--- src/rtl/mpu6050_sequencer_if.sv ---
// Request/response bus between the MPU-6050 sequencer and the i2c_driver.
// The master side issues register transactions; the slave side reports completion.
interface mpu6050_sequencer_if;
  logic       drv_run_req;
  logic       drv_r_en;
  logic [6:0] drv_slave_addr;
  logic [7:0] drv_reg_addr;
  logic [7:0] drv_send_data;
  logic       drv_done;
  logic [7:0] drv_received_data;

  modport master (
    output drv_run_req, drv_r_en, drv_slave_addr, drv_reg_addr, drv_send_data,
    input  drv_done, drv_received_data
  );

  modport slave (
    input  drv_run_req, drv_r_en, drv_slave_addr, drv_reg_addr, drv_send_data,
    output drv_done, drv_received_data
  );
endinterface

--- src/rtl/mpu6050_sequencer.sv ---
// MPU-6050 sequencer: one wake-up write, then periodic burst reads of a register
// window, streamed out byte by byte with frame, overrun and timeout reporting.
module mpu6050_sequencer #(
  parameter logic [6:0]  SLAVE_ADDR     = 7'h68,
  parameter logic [7:0]  WAKE_REG       = 8'h6B,
  parameter logic [7:0]  WAKE_DATA      = 8'h00,
  parameter logic [7:0]  START_ADDR     = 8'h3B,
  parameter int unsigned NUM_REGS       = 6,
  parameter int unsigned PERIOD_CYCLES  = 3000,
  parameter int unsigned TIMEOUT_CYCLES = 4096
) (
  input  logic                       clk,
  input  logic                       rst,
  input  logic                       enable,
  mpu6050_sequencer_if.master        bus,
  output logic                       init_done,
  output logic                       sample_valid,
  output logic [3:0]                 sample_idx,
  output logic [7:0]                 sample_byte,
  output logic                       frame_done,
  output logic                       overrun,
  output logic                       error
);
  localparam int unsigned PW = $clog2(PERIOD_CYCLES);
  localparam int unsigned TW = $clog2(TIMEOUT_CYCLES + 1);

  typedef enum logic [2:0] {IDLE, INIT_REQ, WAIT_TICK, RD_REQ, ERR} state_t;

  state_t        state, state_nx;
  logic [3:0]    idx, idx_nx;
  logic          gap, gap_nx;
  logic [PW-1:0] pcnt;
  logic [TW-1:0] tcnt;
  logic          run_req;
  logic          tick;
  logic          accept;
  logic          timeout;
  logic          last;

  // gap forces the single idle cycle between consecutive bytes of a frame
  assign run_req = (state == INIT_REQ) || ((state == RD_REQ) && !gap);
  assign accept  = run_req && bus.drv_done;
  assign timeout = run_req && !bus.drv_done && (tcnt == TW'(TIMEOUT_CYCLES - 1));
  assign tick    = init_done && (pcnt == PW'(PERIOD_CYCLES - 1));
  assign last    = (idx == 4'(NUM_REGS - 1));

  assign bus.drv_run_req    = run_req;
  assign bus.drv_r_en       = (state == RD_REQ);
  assign bus.drv_slave_addr = SLAVE_ADDR;
  assign bus.drv_reg_addr   = (state == INIT_REQ) ? WAKE_REG :
                              (state == RD_REQ)   ? START_ADDR + {4'b0000, idx} : '0;
  assign bus.drv_send_data  = (state == INIT_REQ) ? WAKE_DATA : '0;
  assign error              = (state == ERR);

  always_comb begin
    state_nx = state;
    idx_nx   = idx;
    gap_nx   = 1'b0;
    case (state)
      IDLE: begin
        if (enable) state_nx = init_done ? WAIT_TICK : INIT_REQ;
      end
      INIT_REQ: begin
        if (accept)       state_nx = WAIT_TICK;
        else if (timeout) state_nx = ERR;
      end
      WAIT_TICK: begin
        if (!enable) begin
          state_nx = IDLE;
        end else if (tick) begin
          state_nx = RD_REQ;
          idx_nx   = '0;
        end
      end
      RD_REQ: begin
        if (accept) begin
          if (last) begin
            state_nx = WAIT_TICK;
          end else begin
            idx_nx = idx + 4'd1;
            gap_nx = 1'b1;
          end
        end else if (timeout) begin
          state_nx = ERR;
        end
      end
      ERR:     state_nx = ERR;
      default: state_nx = IDLE;
    endcase
  end

  always_ff @(posedge clk) begin
    if (rst) begin
      state        <= IDLE;
      idx          <= '0;
      gap          <= 1'b0;
      pcnt         <= '0;
      tcnt         <= '0;
      init_done    <= 1'b0;
      sample_valid <= 1'b0;
      sample_idx   <= '0;
      sample_byte  <= '0;
      frame_done   <= 1'b0;
      overrun      <= 1'b0;
    end else begin
      state <= state_nx;
      idx   <= idx_nx;
      gap   <= gap_nx;
      if ((state == INIT_REQ) && accept) init_done <= 1'b1;
      // period counter free-runs from the cycle after init_done rises
      if (init_done) pcnt <= tick ? '0 : pcnt + 1'b1;
      tcnt         <= run_req ? tcnt + 1'b1 : '0;
      sample_valid <= (state == RD_REQ) && accept;
      frame_done   <= (state == RD_REQ) && accept && last;
      overrun      <= tick && (state == RD_REQ);
      if ((state == RD_REQ) && accept) begin
        sample_idx  <= idx;
        sample_byte <= bus.drv_received_data;
      end
    end
  end
endmodule

--- src/flat_wrapper.sv ---
// flat-port wrapper written by rule: the top's interface ports become plain ports
module mpu6050_sequencer_flat 
#(
  parameter logic [6:0]  SLAVE_ADDR     = 7'h68,
  parameter logic [7:0]  WAKE_REG       = 8'h6B,
  parameter logic [7:0]  WAKE_DATA      = 8'h00,
  parameter logic [7:0]  START_ADDR     = 8'h3B,
  parameter int unsigned NUM_REGS       = 6,
  parameter int unsigned PERIOD_CYCLES  = 3000,
  parameter int unsigned TIMEOUT_CYCLES = 4096
)
  (clk, rst, enable, init_done, sample_valid, sample_idx, sample_byte, frame_done, overrun, error, bus_drv_run_req, bus_drv_r_en, bus_drv_slave_addr, bus_drv_reg_addr, bus_drv_send_data, bus_drv_done, bus_drv_received_data);
  mpu6050_sequencer_if bus_i ();
  input  logic clk;
  input  logic rst;
  input  logic enable;
  output logic init_done;
  output logic sample_valid;
  output logic [3:0] sample_idx;
  output logic [7:0] sample_byte;
  output logic frame_done;
  output logic overrun;
  output logic error;
  output wire logic [$bits(bus_i.drv_run_req)-1:0] bus_drv_run_req;
  output wire logic [$bits(bus_i.drv_r_en)-1:0] bus_drv_r_en;
  output wire logic [$bits(bus_i.drv_slave_addr)-1:0] bus_drv_slave_addr;
  output wire logic [$bits(bus_i.drv_reg_addr)-1:0] bus_drv_reg_addr;
  output wire logic [$bits(bus_i.drv_send_data)-1:0] bus_drv_send_data;
  input wire logic [$bits(bus_i.drv_done)-1:0] bus_drv_done;
  input wire logic [$bits(bus_i.drv_received_data)-1:0] bus_drv_received_data;
  assign bus_drv_run_req = bus_i.drv_run_req;
  assign bus_drv_r_en = bus_i.drv_r_en;
  assign bus_drv_slave_addr = bus_i.drv_slave_addr;
  assign bus_drv_reg_addr = bus_i.drv_reg_addr;
  assign bus_drv_send_data = bus_i.drv_send_data;
  assign bus_i.drv_done = bus_drv_done;
  assign bus_i.drv_received_data = bus_drv_received_data;
  mpu6050_sequencer #(.SLAVE_ADDR(SLAVE_ADDR), .WAKE_REG(WAKE_REG), .WAKE_DATA(WAKE_DATA), .START_ADDR(START_ADDR), .NUM_REGS(NUM_REGS), .PERIOD_CYCLES(PERIOD_CYCLES), .TIMEOUT_CYCLES(TIMEOUT_CYCLES)) u_core (.clk(clk), .rst(rst), .enable(enable), .bus(bus_i), .init_done(init_done), .sample_valid(sample_valid), .sample_idx(sample_idx), .sample_byte(sample_byte), .frame_done(frame_done), .overrun(overrun), .error(error));
endmodule
--- config.mk ---
export PLATFORM = sky130hd
export DESIGN_NAME = mpu6050_sequencer_flat
export DESIGN_NICKNAME = d
export VERILOG_FILES = /design/src/rtl/mpu6050_sequencer_if.sv /design/src/rtl/mpu6050_sequencer.sv /design/src/flat_wrapper.sv
export SDC_FILE = /design/constraint.sdc
export NUM_CORES = 1
export LEC_CHECK = 0
export ABC_AREA = 1
export ABC_CLOCK_PERIOD_IN_PS = 2900
export BUFFER_PORTS_ARGS = -buffer_cell sky130_fd_sc_hd__buf_4
export CAP_MARGIN = 20
export CELL_PAD_IN_SITES_DETAIL_PLACEMENT = 1
export CELL_PAD_IN_SITES_GLOBAL_PLACEMENT = 1
export CORE_MARGIN = 4
export CORE_UTILIZATION = 41
export DETAILED_ROUTE_END_ITERATION = 10
export PLACE_DENSITY = 0.89
export SLEW_MARGIN = 20
export SYNTH_ARGS = -nofsm -noshare
export SYNTH_HDL_FRONTEND = slang
export SYNTH_SLANG_ARGS = --single-unit
--- constraint.sdc ---
create_clock -name clk -period 2.9 [get_ports clk]
set_input_delay 0.145 -clock clk [delete_from_list [all_inputs] [get_ports clk]]
set_output_delay 0.145 -clock clk [all_outputs]
set_load 0.02 [all_outputs]
Yosys cells after proc, flatten, opt, wreduce, memory -nomap -nowiden
Index checks and enable logic that the tools add are counted.
Widths: inputs -> output; s select.
- register bits after elaboration: 49
- input bits: 12
- output and inout bits: 42
- word-level logic and storage cells: 68
- bitwise logic cells: 3
- $add $sub $neg: 4
- reductions and logical operators: 18
- equal/unequal tests: 14
- muxes and demuxes: 18
- operators by type and width (operator ; count):
    $mux 3 ; 7
    $mux 4 ; 4
    $mux 8 ; 2
    $pmux 3 s5 ; 1
    $add 13x1->13 const B ; 1
    $eq 13x12->1 const B ; 1
    $add 12x1->12 const B ; 1
    $eq 12x12->1 const B ; 1
    $mux 12 ; 1
    $logic_and 1x1->1 ; 9
    $pmux 4 s2 ; 1
    $add 6x4->7 const A ; 1
    $eq 3x2->1 const B ; 2
    $ne 2x2->1 const B ; 3
    $reduce_and 5->1 ; 1
    $add 4x1->4 const B ; 1
    $eq 4x3->1 const B ; 1
    $ne 2x1->1 const B ; 2
    $eq 3x1->1 const B ; 1
    $eq 3x3->1 const B ; 1
    $logic_not 3->1 ; 1
    $ne 3x2->1 const B ; 1
    $ne 3x3->1 const B ; 1
    $not 1->1 ; 3
    other kinds (8) ; 9

Depth between registers and ports, before layout
Gate-level depths: netlist (run 1).
- depth in word-level cells: 8
- mapped depth: 11
- mapped depth without buffers: 11

Least setup slack after synthesis (run 1)
No wires, ideal clock.
- kind: flip-flop to flip-flop
- start: register u_core.init_done
- end: register u_core.pcnt[9]
- data required time: 2.787 ns
- library setup time: 0.113 ns
- stages on the path, launching flop included: 11
- arrival time: 1.307 ns
- buffers on the path: 1
- slack: 1.480 ns
- clock period less this slack: 1.420 ns
- path through: dfxtp_1 > buf_4 > nand2_1 > nor3_2 > nand2_1 > nor2_1 > nand2_1 > nor2_1 > nand2_1 > nand2_1 > nor2_1
- longest elaborated chain between the ends: 2
- ends and longest elaborated chain (element ; RTL line ; source):
    start, declared ; mpu6050_sequencer.sv:16 ; output logic init_done,
    start signal, assigned ; mpu6050_sequencer.sv:99 ; init_done <= 1'b0;
    start signal, assigned ; mpu6050_sequencer.sv:109 ; if ((state == INIT_REQ) && accept) init_done <= 1'b1;
    $logic_and 1x1->1 ; mpu6050_sequencer.sv:44 ; assign tick = init_done && (pcnt == PW'(PERIOD_CYCLES - 1));
    $mux 12 ; mpu6050_sequencer.sv:111 ; if (init_done) pcnt <= tick ? '0 : pcnt + 1'b1;
    end signal, assigned ; mpu6050_sequencer.sv:111 ;
    end, declared ; mpu6050_sequencer.sv:32 ; logic [PW-1:0] pcnt;
Several ways; a longest one is shown, not always the timed one.
A chain may end at the register's enable or synchronous reset.

Worst setup path after layout (run 1)
- start: register u_core.init_done
- end: register u_core.pcnt[0]
Same word-level chain as after synthesis.

==> metrics.txt, run 1 <==
status=complete, no violations; register area share after synthesis=41.1%; Post-Route WL=6050 um; Min-Delay Path Class=primary input to flop; clock transition at the registers of the reported paths=0.09 ns; DP Wirelength=4570 um; f_max=576 MHz; post_cts resized=0; post-synthesis cell count=333; Final Util=49.7%; Nets=386; Tot GR Track Use=17.5%; Core Rows=27; Mapped Area=2390 sq um; post-route ant nets=0; first-pass detailed-route iteration total=4; clock buffer depth=2; CTS sink cnt=49; Initial DRC Count=91; initial antenna violation count=0; P_leak=1.14 nW; Synth area leaders=dfxtp_1 (41%), nor2_1 (8.2%), nand2_1 (7.6%); Synth Warn #=0; Cell variety after synth=27; r2r setup slk=1.16 ns; gr ovfl total=0; crit path DAT=1.92 ns; crit end category=flop; Setup CP Type=flop to flop; TritonCTS clock tree=done; post-synth top area cell=dfxtp_1; DRC viols=0; share of cells above drive strength 1=15.4%; clock buffer count from CTS=5; PD cells=660 nW/um^2; Synth Register Bits=49; core area=5570 sq um; TNS Setup=0 ns; top cell type's share of synthesized area=41.1%; number of port buffers=37; largest net degree at the start of global routing=18; final worst path period share=59.9%; Vias=2,225; startpoint types=flop; Fin. Hold Viols=0; max cap viols=0; Die H=84.3 um; Diodes inserted=0; unrepaired setup endpoints after global routing=false; synthesized area per cell=7.17 sq um; vias in the first global route=2,318; clock skew=0.00811 ns; Tmin final=1.74 ns; die area=7100 sq um; die width=84.3 um; worst vdd ir=0.336 mV; final count of pins violating max slew=0; Root Driver=clkbuf_8; Final GP Congestion=0.829; CP required=3.08 ns; Initial Util=42.8%; Wirelength per Cell=13.7 um; postcts setup bufs=0; area growth from synthesis to layout=16.2%; H-tree levels=2; I/O pins=54; Setup-failing EPs final=0; first-pass GRT wire length=10,400 um; Worst Path Max Fanout=11; vias per cell=5.03; cts hold-fix bufs=0; clock insertion delay at the later pin of the skew report=0.30 ns
state kept, by name, indices dropped and copies added, names as in the netlist:
| signal | cells |
|---|---|
| u_core.sample_idx | 4 |
| u_core.idx | 4 |
| u_core.overrun | 1 |
| u_core.gap | 1 |
| u_core.frame_done | 1 |
| u_core.sample_valid | 1 |
| u_core.state | 3 |
| u_core.init_done | 1 |
| u_core.tcnt | 13 |
| u_core.pcnt | 12 |
| u_core.sample_byte | 8 |
synth_stat cells:
cell type  number
o32ai_1         1
ha_1            5
clkbuf_1        3
nand2_2         1
inv_2           2
conb_1          2
o31ai_1         1
buf_4          19
inv_1          39
xnor2_1         2
and3_1          1
nor2_4          2
nand2_1        48
nand2_4         1
or2_2           2
nand4_1        10
o21ai_0        21
nor3_1         15
nand3_1        22
dfxtp_1        49
a21oi_1        25
a211oi_1        1
nor2_2          2
a31oi_1         1
xor2_1          4
nor2_1         52
nor3_2          2
metrics by stage:
stage | cells | worst slack [ns] | area (sq um) | hold slack (ns) | total power, mW
finish | 442 | 1.16 | 2770 | 0.0653 | 1.83
global route | 442 | 0.966 | 2770 | 0.0623 | 1.94
detailed placement | 434 | 1.18 | 2650 | 0.380 | 1.33
floorplan | 347 | 1.48 | 2440 | 0.280 | 1.15
global placement | 434 | 1.25 | 2650 | 0.367 | 1.31
CTS | 442 | 1.16 | 2770 | 0.0610 | 1.84
final cells by class:
type | instances | area, sq um
Fill cell | 733 | 2800
Multi-Input combinational cell | 235 | 1150
Sequential cell | 49 | 981
Timing Repair Buffer | 37 | 278
Inverter | 41 | 154
Tap cell | 72 | 90.1
Clock buffer | 6 | 82.6
Clock inverter | 2 | 37.5
worst max-delay path, cell delays in order, from the launching register on:
cell     delay (ns)
dfxtp_1        0.56
nand3_1        0.21
nor2_1         0.21
nand2_1        0.12
nand2_1        0.21
inv_1          0.14
nand3_1        0.10
o31ai_1        0.07
placed cells by master, fill, tap and decap left out:
master / Yosys / layout
nor2_1: 52 / 52
dfxtp_1: 49 / 49
nand2_1: 48 / 48
inv_1: 39 / 39
buf_4: 19 / 37
a21oi_1: 25 / 25
nand3_1: 22 / 22
o21ai_0: 21 / 21
conb_1: 2 / 16
nor3_1: 15 / 15
nand4_1: 10 / 10
clkbuf_8: 0 / 6
ha_1: 5 / 5
xor2_1: 4 / 4
nor2_4: 2 / 2
nor3_2: 2 / 2
or2_2: 2 / 2
nor2_2: 2 / 2
inv_2: 2 / 2
xnor2_1: 2 / 2
nand2_2: 1 / 1
a31oi_1: 1 / 1
o31ai_1: 1 / 1
nand2_4: 1 / 1
a211oi_1: 1 / 1
o32ai_1: 1 / 1
and3_1: 1 / 1
clkinvlp_4: 0 / 1
bufinv_16: 0 / 1
cell families (layout without fill, tap and decap cells):
logic type	count (synthesis)	in the layout	share of synthesized area [%]
AOI/OAI and AO/OA	50	50	10.9
xor gates and xnor gates	6	6	2.20
adders and majority gates	5	5	2.62
buffers and inverters	63	86	12.9
DFF	49	49	41.1
other	2	16	0.315
and+or+nand+nor	158	158	29.9
path summary, 6_finish.rpt:
path | cells after the start | startpoint | endpoint
worst max-delay path | 7 | u_core.init_done$_SDFFE_PP0P_ | u_core.pcnt[0]$_SDFFE_PP0P_
worst min-delay path | 3 | bus_drv_received_data[2] | u_core.sample_byte[2]$_SDFFE_PP0P_
worst max register to register | 7 | u_core.init_done$_SDFFE_PP0P_ | u_core.pcnt[0]$_SDFFE_PP0P_
worst min register to register | 1 | u_core.tcnt[0]$_SDFF_PP0_ | u_core.tcnt[0]$_SDFF_PP0_
metal layers:
metal / global-route usage (%) / vias up / part of all wire, %
li1: - / 1120 / -
met4: 6.58 / 0 / 2.1
met2: 30.8 / 51 / 49
met1: 20.2 / 1043 / 44
met3: 4.81 / 11 / 5.7
met5: 0 / - / 0
power by group:
| part | total, mW | internal, mW | switching (mW) |
|---|---|---|---|
| clock network | 0.514 | 0.281 | 0.233 |
| logic | 0.540 | 0.184 | 0.356 |
| registers | 0.776 | 0.718 | 0.0579 |
(Power assumes the default switching activity.)
==> run 2, diff against run 1 <==
Settings changed: ABC_CLOCK_PERIOD_IN_PS 2900 to 1800, CORE_UTILIZATION 41 to 38, PLACE_DENSITY 0.89 to 0.84.
Clock period 2.9 ns to 1.8 ns, I/O delays scaled along.
==> run 2 against run 1 <==
  * Register-to-register slack got worse by 0.95 ns
  * Cell count increased by 1.4%
  * Critical path depth decreased by 2
  * Highest routed layer unchanged
==> metrics.txt, run 2 (synthesized netlist as in run 1, its figures left out) <==
Vias=2,232; Post-DP Area=2690 sq um; final worst path period share=89.4%; initial antenna violation count=0; Place WS=0.208 ns; area growth from synthesis to layout=17.2%; first-pass GRT wire length=10,300 um; vias per cell=4.98; worst vdd ir=0.568 mV; fin worst setup slack=0.191 ns; Worst Path Max Fanout=9; clock transition at the registers of the reported paths=0.09 ns; cts hold-fix bufs=0; Tmin final=1.61 ns; clock buffer count from CTS=5; DRC viols=0; CP max-delay cell=dfxtp_1; Initial DRC Count=78; Worst path top cell family by delay=flip-flops; startpoint types=flop; Buf/Inv on CP=1; Setup-failing EPs final=0; f_max=621 MHz; crit path DAT=1.52 ns; max cap viols=0; Fin. Hold Viols=0; Min-Delay Path Class=primary input to flop; P_leak=1.16 nW; status=complete, no violations; Core Rows=28; Wirelength per Cell=13.7 um; clock buffer depth=2; Tot GR Track Use=16.9%; Worst path max stage delay=0.50 ns; Finished Cell Area=2800 sq um; TritonCTS clock tree=done; H-tree levels=2; Initial Util=39.8%; CTS sink cnt=49; Die H=87.2 um; number of port buffers=37; Final GP Congestion=0.828; DP Wirelength=4750 um; Setup CP Type=flop to output pin; final count of pins violating max slew=0; max FFs per register=13; Diodes inserted=0; post-route ant nets=0; Root Driver=clkbuf_8; first-pass detailed-route iteration total=4; TNS Setup=0 ns; die area=7610 sq um; Post-Route WL=6140 um; unrepaired setup endpoints after global routing=false; Top reg by flops=u_core.tcnt; worst-path cell chain=nand2_2 > nor2_4 > nand2_1 > a21oi_1 > buf_4; clock insertion delay at the later pin of the skew report=0.30 ns; commonest non-fill, non-tap cell in the layout=nor2_1; I/O pins=54; gr ovfl total=0; die width=87.2 um; Nets=390; largest registers=u_core.tcnt: 13 flops, u_core.pcnt: 12 flops, u_core.sample_byte: 8 flops; crit end category=output pin; core area=5990 sq um; PD cells=1040 nW/um^2; vias in the first global route=2,251; WHS=0.00261 ns; share of cells above drive strength 1=16.6%; commonest cells after routing, fill and taps aside=nor2_1 (52), nand2_1 (48), dfxtp_1 (48); clock skew=0.00993 ns; largest net degree at the start of global routing=18; CP required=1.71 ns
-- run 2: cell count changes in the layout (fill, tap and decap cells not counted), sizes merged --
cell,change
clkinvlp,-1
clkbuf,-1
clkinv,+1
buf,+4
-- run 2: layout make-up --
class | instances | area [sq um]
clock buffer | 5 | 68.8
clock inverter | 2 | 35.0
fill | 779 | 3190
inverter | 41 | 154
multi-input combinational | 235 | 1150
sequential | 49 | 982
tap | 75 | 93.8
timing repair buffer | 41 | 308
-- run 2: repair_timing --
action	CTS	global route
endpoints found under the setup margin	0	1
gates resized for setup	0	2
hold endpoints to repair	0	0
setup buffers	0	0
-- run 2: layer usage --
| metal | vias to the layer above | part of all wire (%) | global-route usage [%] |
|---|---|---|---|
| li1 | 1123 | - | - |
| met1 | 1056 | 45 | 20.3 |
| met2 | 46 | 49 | 29.5 |
| met3 | 7 | 4.9 | 3.88 |
| met4 | 0 | 1.3 | 5.58 |
| met5 | - | 0 | 0 |
-- run 2: worst reg2reg max path, stage by stage, from the launching register on --
cell and delay [ns]:
dfxtp_1 0.37, ha_1 0.17, nand2_1 0.05, inv_1 0.06, nand2_1 0.10, nor2_2 0.23, nand3_1 0.10, nand2_1 0.11
nand3_1 0.11, nand2_1 0.08, inv_1 0.04, nor2_1 0.10
-- run 2: worst paths after layout --
kind | from | to | slack [ns] | depth (start not counted)
worst max-delay path | u_core.state[1]$_SDFFE_PP0P_ | bus_drv_reg_addr[2] | 0.19 | 5
worst min-delay path | bus_drv_received_data[2] | u_core.sample_byte[2]$_SDFFE_PP0P_ | 0.003 | 3
worst max register to register | u_core.tcnt[0]$_SDFF_PP0_ | u_core.state[1]$_SDFFE_PP0P_ | 0.21 | 11
worst min register to register | u_core.tcnt[0]$_SDFF_PP0_ | u_core.tcnt[0]$_SDFF_PP0_ | 0.46 | 1
-- run 2: per-stage QoR --
step	util [%]	std cells	power (mW)
6_report	46.7	448	2.90
5_1_grt	46.7	448	3.08
4_1_cts	46.6	448	2.92
3_5_place_dp	44.8	441	2.16
3_3_place_gp	44.8	441	2.13
2_1_floorplan	-	347	1.86
-- run 2: power by group --
part	switching (mW)	internal, mW
Clock	0.361	0.404
Sequential	0.0863	1.16
Combinational	0.580	0.313
Total	1.03	1.87
==> run 3, diff against run 2 <==
Settings changed: ABC_AREA 1 to not set, ABC_CLOCK_PERIOD_IN_PS 1800 to 1300, CORE_UTILIZATION 38 to 35, PLACE_DENSITY 0.84 to 0.8, SKIP_LAST_GASP set to 1.
Clock period 1.8 ns to 1.3 ns, I/O delays scaled along.
==> run 3 against run 2 <==
  * The run now ends with negative hold slack, negative setup slack left
  * First-iteration DRC count up 58%
  * Hold slack worse by 0.010 ns
  * Via count is 6.4% higher
  * Non-clock buffer count is 64 higher
  * Clock-buffer cell count is 1 higher
  * Highest routed layer unchanged
==> metrics.txt, run 3 <==
f_max=582 MHz; max FFs per register=13; CP required=1.52 ns; first-pass detailed-route iteration total=5; dpl cells=443; DP Wirelength=4920 um; Fin. Hold Viols=2; Worst path top cell family by delay=simple AND/OR/NAND/NOR gates; vias per cell=5.19; Post-synth top cells=dfxtp_1 (49), nand2_1 (35), nor2_1 (35), a21oi_1 (22), xnor2_1 (17); Worst Path Max Fanout=4; largest net degree at the start of global routing=30; H-tree levels=2; top-count cell post-synth=dfxtp_1; TritonCTS clock tree=done; worst-path cell chain=or2_1 > or4_4 > a211o_1 > a31oi_1; max cap viols=0; Vias=2,375; number of port buffers=37; final count of pins violating max slew=0; post-synthesis cell count=281; non-filler cells, final=458; worst vdd ir=0.815 mV; area growth from synthesis to layout=47.3%; clock insertion delay at the later pin of the skew report=0.31 ns; clock skew=0.00746 ns; top cell type's share of synthesized area=42.3%; Post-Route WL=8370 um; Worst path max stage delay=0.54 ns; WHS=-0.00748 ns; first-pass GRT wire length=11,700 um; Wirelength per Cell=18.3 um; I/O pins=54; clock transition at the registers of the reported paths=0.10 ns; die width=89.4 um; initial antenna violation count=0; gr ovfl total=0; Int Pwr=2.53 mW; footprint of the multi-input gates=1400 sq um; FF+latch area=990 sq um; Cell variety after synth=40; Buf/Inv on CP=0; CTS sink cnt=49; Nets=397; vias in the first global route=2,413; startpoint types=flop; commonest cells after routing, fill and taps aside=buf_4 (97), dfxtp_1 (42), nand2_1 (35); Synth Register Bits=49; commonest non-fill, non-tap cell in the layout=buf_4; Setup CP Type=flop to flop; ys async rst share=0%; Synth Warn #=0; post-synth top area cell=dfxtp_1; Root Driver=clkbuf_8; crit end category=flop; total power=3.94 mW; CP max-delay cell=or4_4; P_leak=1.38 nW; Initial Util=36.3%; final worst path period share=132%; Tot GR Track Use=19.0%; share of cells above drive strength 1=40.2%; PD cells=1150 nW/um^2; sequential share of power=42.2%; Finished Cell Area=3420 sq um; largest registers=u_core.tcnt: 13 flops, u_core.pcnt: 12 flops, u_core.sample_byte: 8 flops; Final GP Congestion=0.759; Post-DP Area=3060 sq um; post-route ant nets=0; DRC viols=0; Tmin final=1.72 ns; core area=6390 sq um; Die H=89.4 um; Mapped Area=2320 sq um; Min-Delay Path Class=primary input to flop; Diodes inserted=0; Initial DRC Count=123; status=finished, violations left; Sw Ratio=35.7%; die area=8000 sq um; clock buffer count from CTS=5; Fill cells=765; fin worst setup slack=-0.418 ns; Synth area leaders=dfxtp_1 (42%), xnor2_1 (6.4%), nand2_1 (5.7%); unrepaired setup endpoints after global routing=true; register area share after synthesis=42.3%; synthesized area per cell=8.26 sq um; Top reg by flops=u_core.tcnt; clock buffer depth=2; ys flop type=dfxtp_1; Clock power frac=23.7%; crit path DAT=1.94 ns; Post-synth EDFFs=0; combinational power share=34.1%; Psw=1.40 mW; Setup-failing EPs final=44; failing checks=negative hold slack, negative setup slack; Core Rows=29
-- run 3: power groups by stage --
stage | combinational, mW | sequential [mW] | clock (mW)
3_3_place_gp | 1.16 | 1.66 | 0
5_1_grt | 1.44 | 1.67 | 0.989
2_1_floorplan | 0.671 | 1.68 | 0
6_report | 1.34 | 1.66 | 0.931
3_5_place_dp | 1.20 | 1.67 | 0
4_1_cts | 1.25 | 1.65 | 0.923
-- run 3: metrics by stage --
step | util, % | setup WS, ns | hold WS, ns | setup TNS [ns]
6_report | 53.5 | -0.418 | -0.00748 | -8.61
3_3_place_gp | 47.8 | -0.257 | 0.315 | -3.64
3_5_place_dp | 47.8 | -0.325 | 0.323 | -4.60
4_1_cts | 52.0 | -0.354 | 0.000417 | -6.35
2_1_floorplan | - | -0.309 | 0.201 | -5.20
5_1_grt | 53.5 | -0.462 | 0.0129 | -12.04
-- run 3: routing by layer --
layer	routed length (um)	vias to the layer above	track usage [%]
met2	4540	85	35.5
met1	3240	1159	20.8
met5	0	-	0
met3	375	21	3.78
met4	212	0	7.44
li1	-	1110	-
-- run 3: kinds of logic (layout without fill, tap and decap cells) --
logic type / after synthesis / count (layout) / synth area share [%]
DFF: 49 / 49 / 42.3
xor gates and xnor gates: 23 / 23 / 8.68
buffers and inverters: 36 / 121 / 9.38
adders and majority gates: 5 / 5 / 2.70
and+or+nand+nor: 132 / 133 / 28.6
AOI/OAI and AO/OA: 34 / 34 / 8.09
other: 2 / 16 / 0.324
-- run 3: final timing paths --
path	from	end	slack (ns)	depth (start not counted)
worst max-delay path	u_core.pcnt[6]$_SDFFE_PP0P_	u_core.state[0]$_SDFFE_PP0P_	-0.42	4
worst max register to register	u_core.pcnt[6]$_SDFFE_PP0P_	u_core.state[0]$_SDFFE_PP0P_	-0.42	4
worst min register to register	u_core.sample_byte[3]$_SDFFE_PP0P_	u_core.sample_byte[3]$_SDFFE_PP0P_	0.46	2
worst min-delay path	bus_drv_received_data[3]	u_core.sample_byte[3]$_SDFFE_PP0P_	-0.007	3
-- run 3: timing repair --
action | in CTS | in global routing
pin swaps | 3 | 9
gates cloned | 0 | 1
setup endpoints to repair | 45 | 55
endpoints found under the hold margin | 2 | 0
hold buffers | 2 | 0
gates resized for setup | 32 | 19
buffers inserted | 2 | 3
-- run 3: final cells by class --
| cell class | instances | area share [%] |
|---|---|---|
| Clock inverter | 2 | 0.439 |
| Sequential cell | 49 | 28.9 |
| Tap cell | 77 | 2.82 |
| Timing Repair Buffer | 105 | 23.9 |
| Clock buffer | 6 | 2.12 |
| Inverter | 8 | 0.951 |
| Multi-Input combinational cell | 211 | 40.9 |
-- run 3: worst reg2reg max path, delay by kind of cell (launching register included) --
family / cells / cell delay (ns)
flip-flops: 1 / 0.32
AND/OR/NAND/NOR: 2 / 0.78
AO/OA/AOI/OAI: 2 / 0.52
